$ cat config.mk
export PLATFORM = sky130hd
export DESIGN_NAME = ann_layer_sequencer
export DESIGN_NICKNAME = d
export VERILOG_FILES = /design/src/rtl/ann_seq_pkg.sv /design/src/rtl/ann_idx_counter.sv /design/src/rtl/ann_layer_sequencer.sv
export SDC_FILE = /design/constraint.sdc
export NUM_CORES = 1
export LEC_CHECK = 0
export CAP_MARGIN = 40
export CORE_MARGIN = 1.5
export CORE_UTILIZATION = 47
export CTS_CLUSTER_SIZE = 40
export DETAILED_ROUTE_END_ITERATION = 7
export GPL_TIMING_DRIVEN = 1
export MAX_ROUTING_LAYER = met4
export PLACE_DENSITY = 0.76
export REMOVE_ABC_BUFFERS = 1
export SLEW_MARGIN = 20
export SYNTH_ARGS = -nofsm -noshare
export SYNTH_HDL_FRONTEND = slang
export SYNTH_SLANG_ARGS = --single-unit
$ cat constraint.sdc
create_clock -name Clock -period 4.6 [get_ports Clock]
set_input_delay 0.92 -clock Clock [delete_from_list [all_inputs] [get_ports Clock]]
set_output_delay 0.92 -clock Clock [all_outputs]
set_load 0.1 [all_outputs]
$ cat src/rtl/ann_seq_pkg.sv
// Shared constants, state encoding and address helpers for the ANN layer sequencer.
package ann_seq_pkg;

    localparam int unsigned N_IN       = 30;
    localparam int unsigned N_HID      = 5;
    localparam int unsigned N_OUT      = 3;
    localparam int unsigned ADDR_W     = 8;
    localparam int unsigned EPOCHS_DEF = 100;
    localparam int unsigned EP_W_DEF   = 10;

    localparam int unsigned SEL_W  = 5;
    localparam int unsigned NIDX_W = 3;
    localparam int unsigned ST_W   = 4;

    localparam int unsigned OUT_BASE  = N_IN * N_HID;
    localparam int unsigned N_WEIGHTS = OUT_BASE + N_HID * N_OUT;

    typedef enum logic [ST_W-1:0] {
        IDLE = 4'd0,
        CLR  = 4'd1,
        MAC  = 4'd2,
        ACT  = 4'd3,
        UPD  = 4'd4,
        DONE = 4'd5
    } state_t;

    // Index of the last operand of a neuron in the given layer.
    function automatic logic [SEL_W-1:0] last_sel(input logic lay);
        return lay ? SEL_W'(N_HID - 1) : SEL_W'(N_IN - 1);
    endfunction

    // Weight address: hidden weights first, output-layer weights after them.
    function automatic logic [ADDR_W-1:0] mac_addr(input logic              lay,
                                                   input logic [NIDX_W-1:0] nidx,
                                                   input logic [SEL_W-1:0]  sel);
        int unsigned base;
        base = lay ? OUT_BASE + 32'(nidx) * N_HID : 32'(nidx) * N_IN;
        return ADDR_W'(base + 32'(sel));
    endfunction

endpackage

$ cat src/rtl/ann_idx_counter.sv
// Nested neuron/operand counter; exposes next values so the caller can register derived outputs.
module ann_idx_counter #(
    parameter int unsigned SEL_W  = 5,
    parameter int unsigned NIDX_W = 3
) (
    input  logic              clk,
    input  logic              rst,
    input  logic              clr,
    input  logic              inner_en,
    input  logic              outer_inc,
    input  logic [SEL_W-1:0]  inner_limit,
    output logic [SEL_W-1:0]  inner,
    output logic [NIDX_W-1:0] outer,
    output logic              inner_last_c,
    output logic [SEL_W-1:0]  inner_nxt_c,
    output logic [NIDX_W-1:0] outer_nxt_c
);

    assign inner_last_c = (inner == inner_limit);

    always_comb begin
        inner_nxt_c = inner;
        outer_nxt_c = outer;
        if (clr) begin
            inner_nxt_c = '0;
            outer_nxt_c = '0;
        end else if (outer_inc) begin
            outer_nxt_c = outer + 1'b1;
            inner_nxt_c = '0;
        end else if (inner_en && !inner_last_c) begin
            inner_nxt_c = inner + 1'b1;
        end
    end

    always_ff @(posedge clk) begin
        if (rst) begin
            inner <= '0;
            outer <= '0;
        end else begin
            inner <= inner_nxt_c;
            outer <= outer_nxt_c;
        end
    end

endmodule

$ cat src/rtl/ann_layer_sequencer.sv
// Drives the shared MAC/activation datapath through the 30-5-3 ANN forward pass,
// optionally followed by a weight-update sweep for a fixed number of epochs.
module ann_layer_sequencer
    import ann_seq_pkg::*;
#(
    parameter int unsigned EPOCHS = EPOCHS_DEF,
    parameter int unsigned EP_W   = EP_W_DEF
) (
    input  logic              Clock,
    input  logic              Rst,
    input  logic              Start,
    input  logic              train,
    input  logic              mac_ready,
    input  logic              act_done,
    input  logic              upd_ready,
    output logic              busy,
    output logic              done,
    output logic              done_train,
    output logic [ST_W-1:0]   state,
    output logic [ADDR_W-1:0] w_addr,
    output logic [SEL_W-1:0]  in_sel,
    output logic              layer,
    output logic [NIDX_W-1:0] neuron_idx,
    output logic              acc_clr,
    output logic              mac_valid,
    output logic              mac_last,
    output logic              act_req,
    output logic              res_wr,
    output logic              upd_en,
    output logic [EP_W-1:0]   epoch_cnt
);

    state_t             state_q, state_d;
    logic               train_q, train_d;
    logic               layer_d;
    logic [EP_W-1:0]    epoch_d;
    logic               done_train_d;
    logic               cnt_clr, cnt_inc, cnt_next;
    logic               sel_last;
    logic [SEL_W-1:0]   sel_d;
    logic [NIDX_W-1:0]  nidx_d;
    logic [ADDR_W-1:0]  upd_addr, w_addr_d;
    logic               mac_hs, upd_hs;
    logic               busy_d, done_d, acc_clr_d, mac_valid_d, mac_last_d, act_req_d, upd_en_d;

    ann_idx_counter #(
        .SEL_W  (SEL_W),
        .NIDX_W (NIDX_W)
    ) u_idx (
        .clk          (Clock),
        .rst          (Rst),
        .clr          (cnt_clr),
        .inner_en     (cnt_inc),
        .outer_inc    (cnt_next),
        .inner_limit  (last_sel(layer)),
        .inner        (in_sel),
        .outer        (neuron_idx),
        .inner_last_c (sel_last),
        .inner_nxt_c  (sel_d),
        .outer_nxt_c  (nidx_d)
    );

    assign state = state_q;
    // Strobe must coincide with act_done so it is tagged with the neuron just finished.
    assign res_wr = act_req && act_done;

    always_comb begin
        state_d      = state_q;
        train_d      = train_q;
        layer_d      = layer;
        epoch_d      = epoch_cnt;
        done_train_d = done_train;
        cnt_clr      = 1'b0;
        cnt_inc      = 1'b0;
        cnt_next     = 1'b0;
        upd_addr     = (state_q == UPD) ? w_addr : '0;
        mac_hs       = mac_valid && mac_ready;
        upd_hs       = upd_en && upd_ready;

        case (state_q)
            IDLE: begin
                if (Start) begin
                    train_d      = train;
                    epoch_d      = '0;
                    done_train_d = 1'b0;
                    layer_d      = 1'b0;
                    cnt_clr      = 1'b1;
                    state_d      = CLR;
                end
            end
            CLR: state_d = MAC;
            MAC: begin
                if (mac_hs) begin
                    if (sel_last) state_d = ACT;
                    else          cnt_inc = 1'b1;
                end
            end
            ACT: begin
                if (act_done) begin
                    if (32'(neuron_idx) != (layer ? N_OUT : N_HID) - 1) begin
                        cnt_next = 1'b1;
                        state_d  = CLR;
                    end else if (!layer) begin
                        layer_d = 1'b1;
                        cnt_clr = 1'b1;
                        state_d = CLR;
                    end else if (train_q) begin
                        state_d = UPD;
                    end else begin
                        layer_d = 1'b0;
                        cnt_clr = 1'b1;
                        state_d = DONE;
                    end
                end
            end
            UPD: begin
                if (upd_hs) begin
                    if (32'(w_addr) == N_WEIGHTS - 1) begin
                        layer_d = 1'b0;
                        cnt_clr = 1'b1;
                        if (32'(epoch_cnt) == EPOCHS - 1) begin
                            done_train_d = 1'b1;
                            state_d      = DONE;
                        end else begin
                            epoch_d = epoch_cnt + 1'b1;
                            state_d = CLR;
                        end
                    end else begin
                        upd_addr = w_addr + 1'b1;
                    end
                end
            end
            DONE:    state_d = IDLE;
            default: state_d = IDLE;
        endcase

        // Moore outputs decoded from the next state so they register alongside it.
        busy_d      = (state_d != IDLE);
        done_d      = (state_d == DONE);
        acc_clr_d   = (state_d == CLR);
        mac_valid_d = (state_d == MAC);
        act_req_d   = (state_d == ACT);
        upd_en_d    = (state_d == UPD);
        mac_last_d  = (state_d == MAC) && (sel_d == last_sel(layer_d));
        case (state_d)
            MAC:     w_addr_d = mac_addr(layer_d, nidx_d, sel_d);
            UPD:     w_addr_d = upd_addr;
            default: w_addr_d = '0;
        endcase
    end

    always_ff @(posedge Clock) begin
        if (Rst) state_q <= IDLE;
        else     state_q <= state_d;
    end

    always_ff @(posedge Clock) begin
        if (Rst) begin
            train_q    <= 1'b0;
            layer      <= 1'b0;
            epoch_cnt  <= '0;
            done_train <= 1'b0;
            busy       <= 1'b0;
            done       <= 1'b0;
            acc_clr    <= 1'b0;
            mac_valid  <= 1'b0;
            mac_last   <= 1'b0;
            act_req    <= 1'b0;
            upd_en     <= 1'b0;
            w_addr     <= '0;
        end else begin
            train_q    <= train_d;
            layer      <= layer_d;
            epoch_cnt  <= epoch_d;
            done_train <= done_train_d;
            busy       <= busy_d;
            done       <= done_d;
            acc_clr    <= acc_clr_d;
            mac_valid  <= mac_valid_d;
            mac_last   <= mac_last_d;
            act_req    <= act_req_d;
            upd_en     <= upd_en_d;
            w_addr     <= w_addr_d;
        end
    end

endmodule

# Word-level counts from Yosys, hierarchy flattened

Index checks and enable logic that the tools add are counted.

Bits in registers: 40
Bits of input ports: 7
Word-level logic and storage cells: 112

Equality and inequality tests: 19
Mux-type cells: 57
Reductions and logical operators: 12
Multipliers: 2
$add $sub $neg: 7

Operator list:

| cell                    | count |
|---|---|
| $mux W10                | 4 |
| $mux W8                 | 5 |
| $ne A3 B32 Y1           | 1 |
| $mux W1                 | 25 |
| $mux W5                 | 5 |
| $mux W4                 | 6 |
| $pmux W10 S2            | 1 |
| $pmux W4 S5             | 1 |
| $mux W3                 | 6 |
| $eq A4 B2 Y1 const B    | 4 |
| $pmux W8 S2             | 1 |
| $eq A4 B3 Y1 const B    | 3 |
| $add A10 B1 Y10 const B | 1 |
| $eq A10 B7 Y1 const B   | 1 |
| $eq A5 B5 Y1            | 2 |
| $reduce_and A5 Y1       | 2 |
| $add A8 B1 Y8 const B   | 1 |
| $add A8 B5 Y8           | 1 |
| $add A8 B6 Y8 const A   | 1 |
| $eq A4 B1 Y1 const B    | 2 |
| $eq A8 B8 Y1 const B    | 1 |
| $mul A3 B4 Y7 const B   | 1 |
| $mul A3 B3 Y6 const B   | 1 |
| $ne A2 B2 Y1 const B    | 3 |
| other kinds (12)        | 18 |

# Depth between registers and ports, before layout

Depth in word-level cells: 13
Mapped depth: 18
Depth with buffers taken out: 17

# Cells and area by module

From an unflattened synthesis, not the netlist that was laid out.

Cell total of the unflattened synthesis: 341
Area total of the unflattened synthesis: 2899.0 um2

By module, submodules not included:

| module              | area each (um2) | cells each | times used |
|---|---|---|---|
| ann_layer_sequencer | 2329.7          | 272        | 1 |
| ann_idx_counter     | 569.3           | 69         | 1 |

# Worst setup path before layout

Ideal clock, no wire load.

Path type: register -> register
Start point: reg state_q[2], in the netlist state[2]
End point: reg w_addr[7]
Setup time: 0.116 ns
Arrival time: 4.960 ns
Path slack: -0.476 ns
Cell stages (with the launch flop): 17
Path buffers: 1
Required time: 4.484 ns
Cell sequence: dfxtp_1 or4b_4 or4_4 nand2_2 or2_2 clkbuf_1 fa_1 inv_1 ha_1 inv_1 fa_1 mux2i_1 ha_1 a21oi_1 o21ai_0 a31o_1 a31o_1

Cells in the longest elaborated chain, start to end: 9
Elaborated cells on any way between the ends: 34
Those cells by class: add/sub: 2; mul: 2; eq/ne: 6; mux: 22; reduce/logical: 2

RTL lines:

| what                   | line                       | source |
|---|---|---|
| from (decl)            | ann_layer_sequencer.sv:33  | `state_t state_q, state_d;` |
| from (signal assigned) | ann_layer_sequencer.sv:154 | `else state_q <= state_d;` |
| $eq A4 B2 Y1           | ann_layer_sequencer.sv:80  | `case (state_q)` |
| $mux W1                | ann_layer_sequencer.sv:80  |  |
| $mux W3                | ann_idx_counter.sv:27      | `end else if (outer_inc) begin` |
| $mux W3                | ann_idx_counter.sv:24      | `if (clr) begin` |
| $mul A3 B3 Y6          | ann_seq_pkg.sv:37          | `base = lay ? OUT_BASE + 32'(nidx) * N_HID : 32'(nidx) * N_IN;` |
| $add A8 B6 Y8          | ann_seq_pkg.sv:37          |  |
| $mux W8                | ann_seq_pkg.sv:37          |  |
| $add A8 B5 Y8          | ann_seq_pkg.sv:38          | `return ADDR_W'(base + 32'(sel));` |
| $pmux W8 S2 *          | ann_layer_sequencer.sv:145 | `case (state_d)` |
| to (signal assigned)   | ann_layer_sequencer.sv:183 | `w_addr <= w_addr_d;` |
| to (decl)              | ann_layer_sequencer.sv:20  | `output logic [ADDR_W-1:0] w_addr,` |

Mark *: on every way between the ends. The rest lies on a longest branch, timed or not.
A chain may end at the register's enable or synchronous reset.

# Final worst setup path

Start point: in upd_ready
End point: reg w_addr[7]

Cells in the longest elaborated chain, start to end: 9
Elaborated cells on any way between the ends: 19
Those cells by class: add/sub: 2; mul: 2; eq/ne: 2; mux: 12; reduce/logical: 1

RTL lines:

| what                  | line                       | source |
|---|---|---|
| from (decl)           | ann_layer_sequencer.sv:15  | `input logic upd_ready,` |
| $logic_and A1 B1 Y1 * | ann_layer_sequencer.sv:78  | `upd_hs = upd_en && upd_ready;` |
| $mux W1               | ann_layer_sequencer.sv:117 | `if (upd_hs) begin` |
| $pmux W1 S3           | ann_layer_sequencer.sv:80  |  |
| $mux W3               | ann_idx_counter.sv:24      |  |
| $mul A3 B3 Y6         | ann_seq_pkg.sv:37          |  |
| $add A8 B6 Y8         | ann_seq_pkg.sv:37          |  |
| $mux W8               | ann_seq_pkg.sv:37          |  |
| $add A8 B5 Y8         | ann_seq_pkg.sv:38          |  |
| $pmux W8 S2 *         | ann_layer_sequencer.sv:145 |  |

Marks and branches as above.

==> results.txt <==
* Total via count in the routed design: 2523
- Counting tap cells, the placed design contains a total of 457 instances.
* First-pass GRT wire length: 12.21 mm
* Switching fraction of total power: 0.2284
- The total count of max-transition violations in the final report came to 0.
* Max Fanout on Critical Path: 5
* Power spent charging and discharging nets: 0.0001659 W
* TritonCTS sink count: 40
* Clock insertion delay at the later pin of the skew report: 300 ps
- Clock Power Share: 0.441
* Syn Inst Count: 288
- The congestion estimate from routability-driven global placement came to 0.9031.
- Once the clock tree was built, the resizer swapped 0 gates to a different size.
- Async set or reset register ratio after synthesis: 0
- Hold path startpoint: done_train$_SDFFE_PP0P_
- Final Hold Viols: 0
- DPL Wire Length: 5.761 mm
* Synth-to-Final Area Change: 55.01%
- Horizontal die dimension: 76.42 um
- Worst slew margin: 0.4723
- Routed length per instance: 16.15 um
- Summing every instance area after synthesis gives 0.002534 mm^2.
- IR analysis of the VDD net gives a maximum drop of 0.1272 mV.
* Worst Max-Slew Pin Slew: 789.1 ps
- For the worst setup path, the data required time is 4800 ps.
* Synth area leaders: dfxtp_1 32%, ha_1 9.4%, nor2_1 5.6%
- Number of nets with antenna violations after detailed routing: 0
- Summed over all layers, the global routing overflow is 0.
* Clock input transition at the sequential cells of the worst setup and hold paths: 90 ps
* Max Clock Skew: 14.06 ps
- In this run the core area contains 26 standard-cell rows.
- In this run the worst setup path begins at upd_ready.
* Effective utilization at floorplan: 0.4929
* Number of clock buffers inserted by TritonCTS: 5
- Share of the synthesized area in the top cell type: 0.3160
- CTS built an H-tree with a depth of 2.
- The synthesized netlist contains 55 unique library cells.
- Final total power: 0.0007263 W
- In the final layout, the share of cells above drive strength 1 is 0.2354.
- Counting flops with a built-in enable in the synthesized netlist gives 0.
- DRT Wirelength: 7.511 mm
* Number of maximum-capacitance violations: 0
- Number of synthesized register bits: 40
- Measured on the finished design, the core utilization comes to 0.7641.
* Worst Path Arrival: 4600 ps
- Cell at the root of the clock tree: clkbuf_8
* Die footprint: 0.005840 mm^2
- Clock tree from TritonCTS: done
* CTS max path bufs: 2
- The worst setup path is of the in -> reg kind.
* Sequential area share after synthesis: 0.3160
- Path class of the lowest-slack min-delay path: reg -> reg
- Using the TritonRoute via totals, the vias-per-cell ratio works out to 5.426.
- Of the available clock period, the critical path in the final layout requires 0.9565.
- NumNets Final: 425
- I/O Buffers: 46
- The worst setup path is launched from an input port.
- Internal power comes to 0.0005604 W.
- Most frequent cell after synthesis: dfxtp_1
- Crit Reg-Reg Startpoint: state[2]$_SDFF_PP0_
- Overall die height: 76.42 um
- The flow ran to the end, and the final reports show no timing, DRC or antenna violations.
* Comb pwr share: 0.075
* Initial detailed-routing violation count: 115
* P per Cell Area: 184.9 mW/mm^2
- In the synthesized netlist, the cells that appear most often are 40 x dfxtp_1, 38 x nor2_1, 19 x ha_1, 17 x inv_1.
* Total track usage: 0.2698
- Fin crit period: 4400 ps
- Post-Synthesis Mean Instance Area: 8.798 um^2
- Leakage: 1.711 nW
- The number of global-route vias before repair came to 2616.
* Total of warnings raised by yosys: 0
- Unrepaired setup endpoints after global routing: no
- Cell taking the most area after synthesis: dfxtp_1
- Final setup TNS: 0 ps
- Excluding fillers, the count of instances in the completed layout stands at 465.
* Post-CTS Setup Inserts: 0
- Based on the critical path, the design can be clocked at up to 227.3 MHz.
- First drt pass iteration count: 4
* Kind of end point of the critical path: flip-flop
- Setup violations remaining at the end of the flow were counted as 0.
* Residual DRC count: 0
- Diode count: 0
- The most used flip-flop cell after synthesis is dfxtp_1.
- In this run, post-CTS hold repair placed 0 buffers.
- Core ar.: 0.005140 mm^2
- Maximum number of pins on one net before global-route repair: 21
- Power share of the sequential group: 0.484
- Pin placement for this block handled 47 I/O pins.
* Number of antenna violations at the first check in global routing: 0
==> power by group through the flow <==
stage / clock network, W / registers [W] / logic, W
2_1_floorplan: 0 / 0.000374 / 0.0000108
3_3_place_gp: 0 / 0.000359 / 0.0000457
3_5_place_dp: 0 / 0.000359 / 0.0000537
4_1_cts: 0.000319 / 0.000351 / 0.0000545
5_1_grt: 0.000333 / 0.000352 / 0.0000566
6_report: 0.000320 / 0.000351 / 0.0000545
==> metal layers <==
layer,up-vias,wire length (um),share of wire,global-route usage
li1,1217,-,-,-
met1,1223,3052,0.41,0.2927
met2,74,4029,0.54,0.5080
met3,9,335,0.045,0.04072
met4,0,93,0.012,0.07222
met5,-,0,0,-
==> registers in the layout, summed over array words and instances (netlist names), 3 cells and up <==
signal,count
epoch_cnt,10
state,4
u_idx.inner,5
u_idx.outer,3
w_addr,8
==> critical path: stages <==
cell and delay [ps]:
clkdlybuf4s50_1 470, nand2_1 70, or4_4 440, nand2_2 120, or2_2 170, fa_1 450, inv_1 120, ha_1 180
inv_1 60, fa_1 470, mux2i_1 80, ha_1 360, a21oi_2 160, o21ai_2 90, a31o_1 230, a31o_1 210
==> layout by cell type, fill, tap and decap left out, types with 9 or more instances in the layout <==
master            n
buf_4            23
buf_8            39
clkdlybuf4s50_1  44
dfxtp_1          40
ha_1             19
inv_1            17
nand2_1          15
nand3_1          10
nor2_1           38
xnor2_1           9
xor2_1           15
==> cell families (layout without fill, tap and decap cells) <==
kind of cell    Yosys count  after routing  share of synthesized area
flops                    40             40                     0.3161
xor+xnor                 24             24                    0.08297
compound gates           41             41                     0.1165
mux                       7              7                    0.02914
fa+ha+maj                24             24                     0.1333
buf+inv                  25            132                    0.04049
other cells               1              1                   0.001480
simple gates            126            126                     0.2800
==> area by class of cell <==
cell class                 instances  area, um^2
fill                             344        1212
tap                               70       87.58
multi-input combinational        223        1638
timing repair buffer             107        1211
sequential                        40       800.8
inverter                          17       63.81
clock buffer                       7       96.34
clock inverter                     1       30.03
==> worst paths after layout <==
kind,endpoint,depth (start not counted),slack [ps]
max,w_addr[7]$_SDFF_PP0_,16,200
min,done_train$_SDFFE_PP0P_,2,510
max reg2reg,w_addr[7]$_SDFF_PP0_,15,230
min reg2reg,done_train$_SDFFE_PP0P_,2,510
==> metrics by stage <==
stage | worst slack [ps] | hold WS [ps] | area [um^2]
3_5_place_dp | -221.3 | 499.1 | 3791
3_3_place_gp | -60.46 | 454.8 | 3206
2_1_floorplan | -384.4 | 524.5 | 2495
6_report | 200.2 | 511.3 | 3928
4_1_cts | 50.99 | 518.1 | 3918
5_1_grt | 23.56 | 544.0 | 3928
No activity file was read; power rests on OpenSTA's default activity.
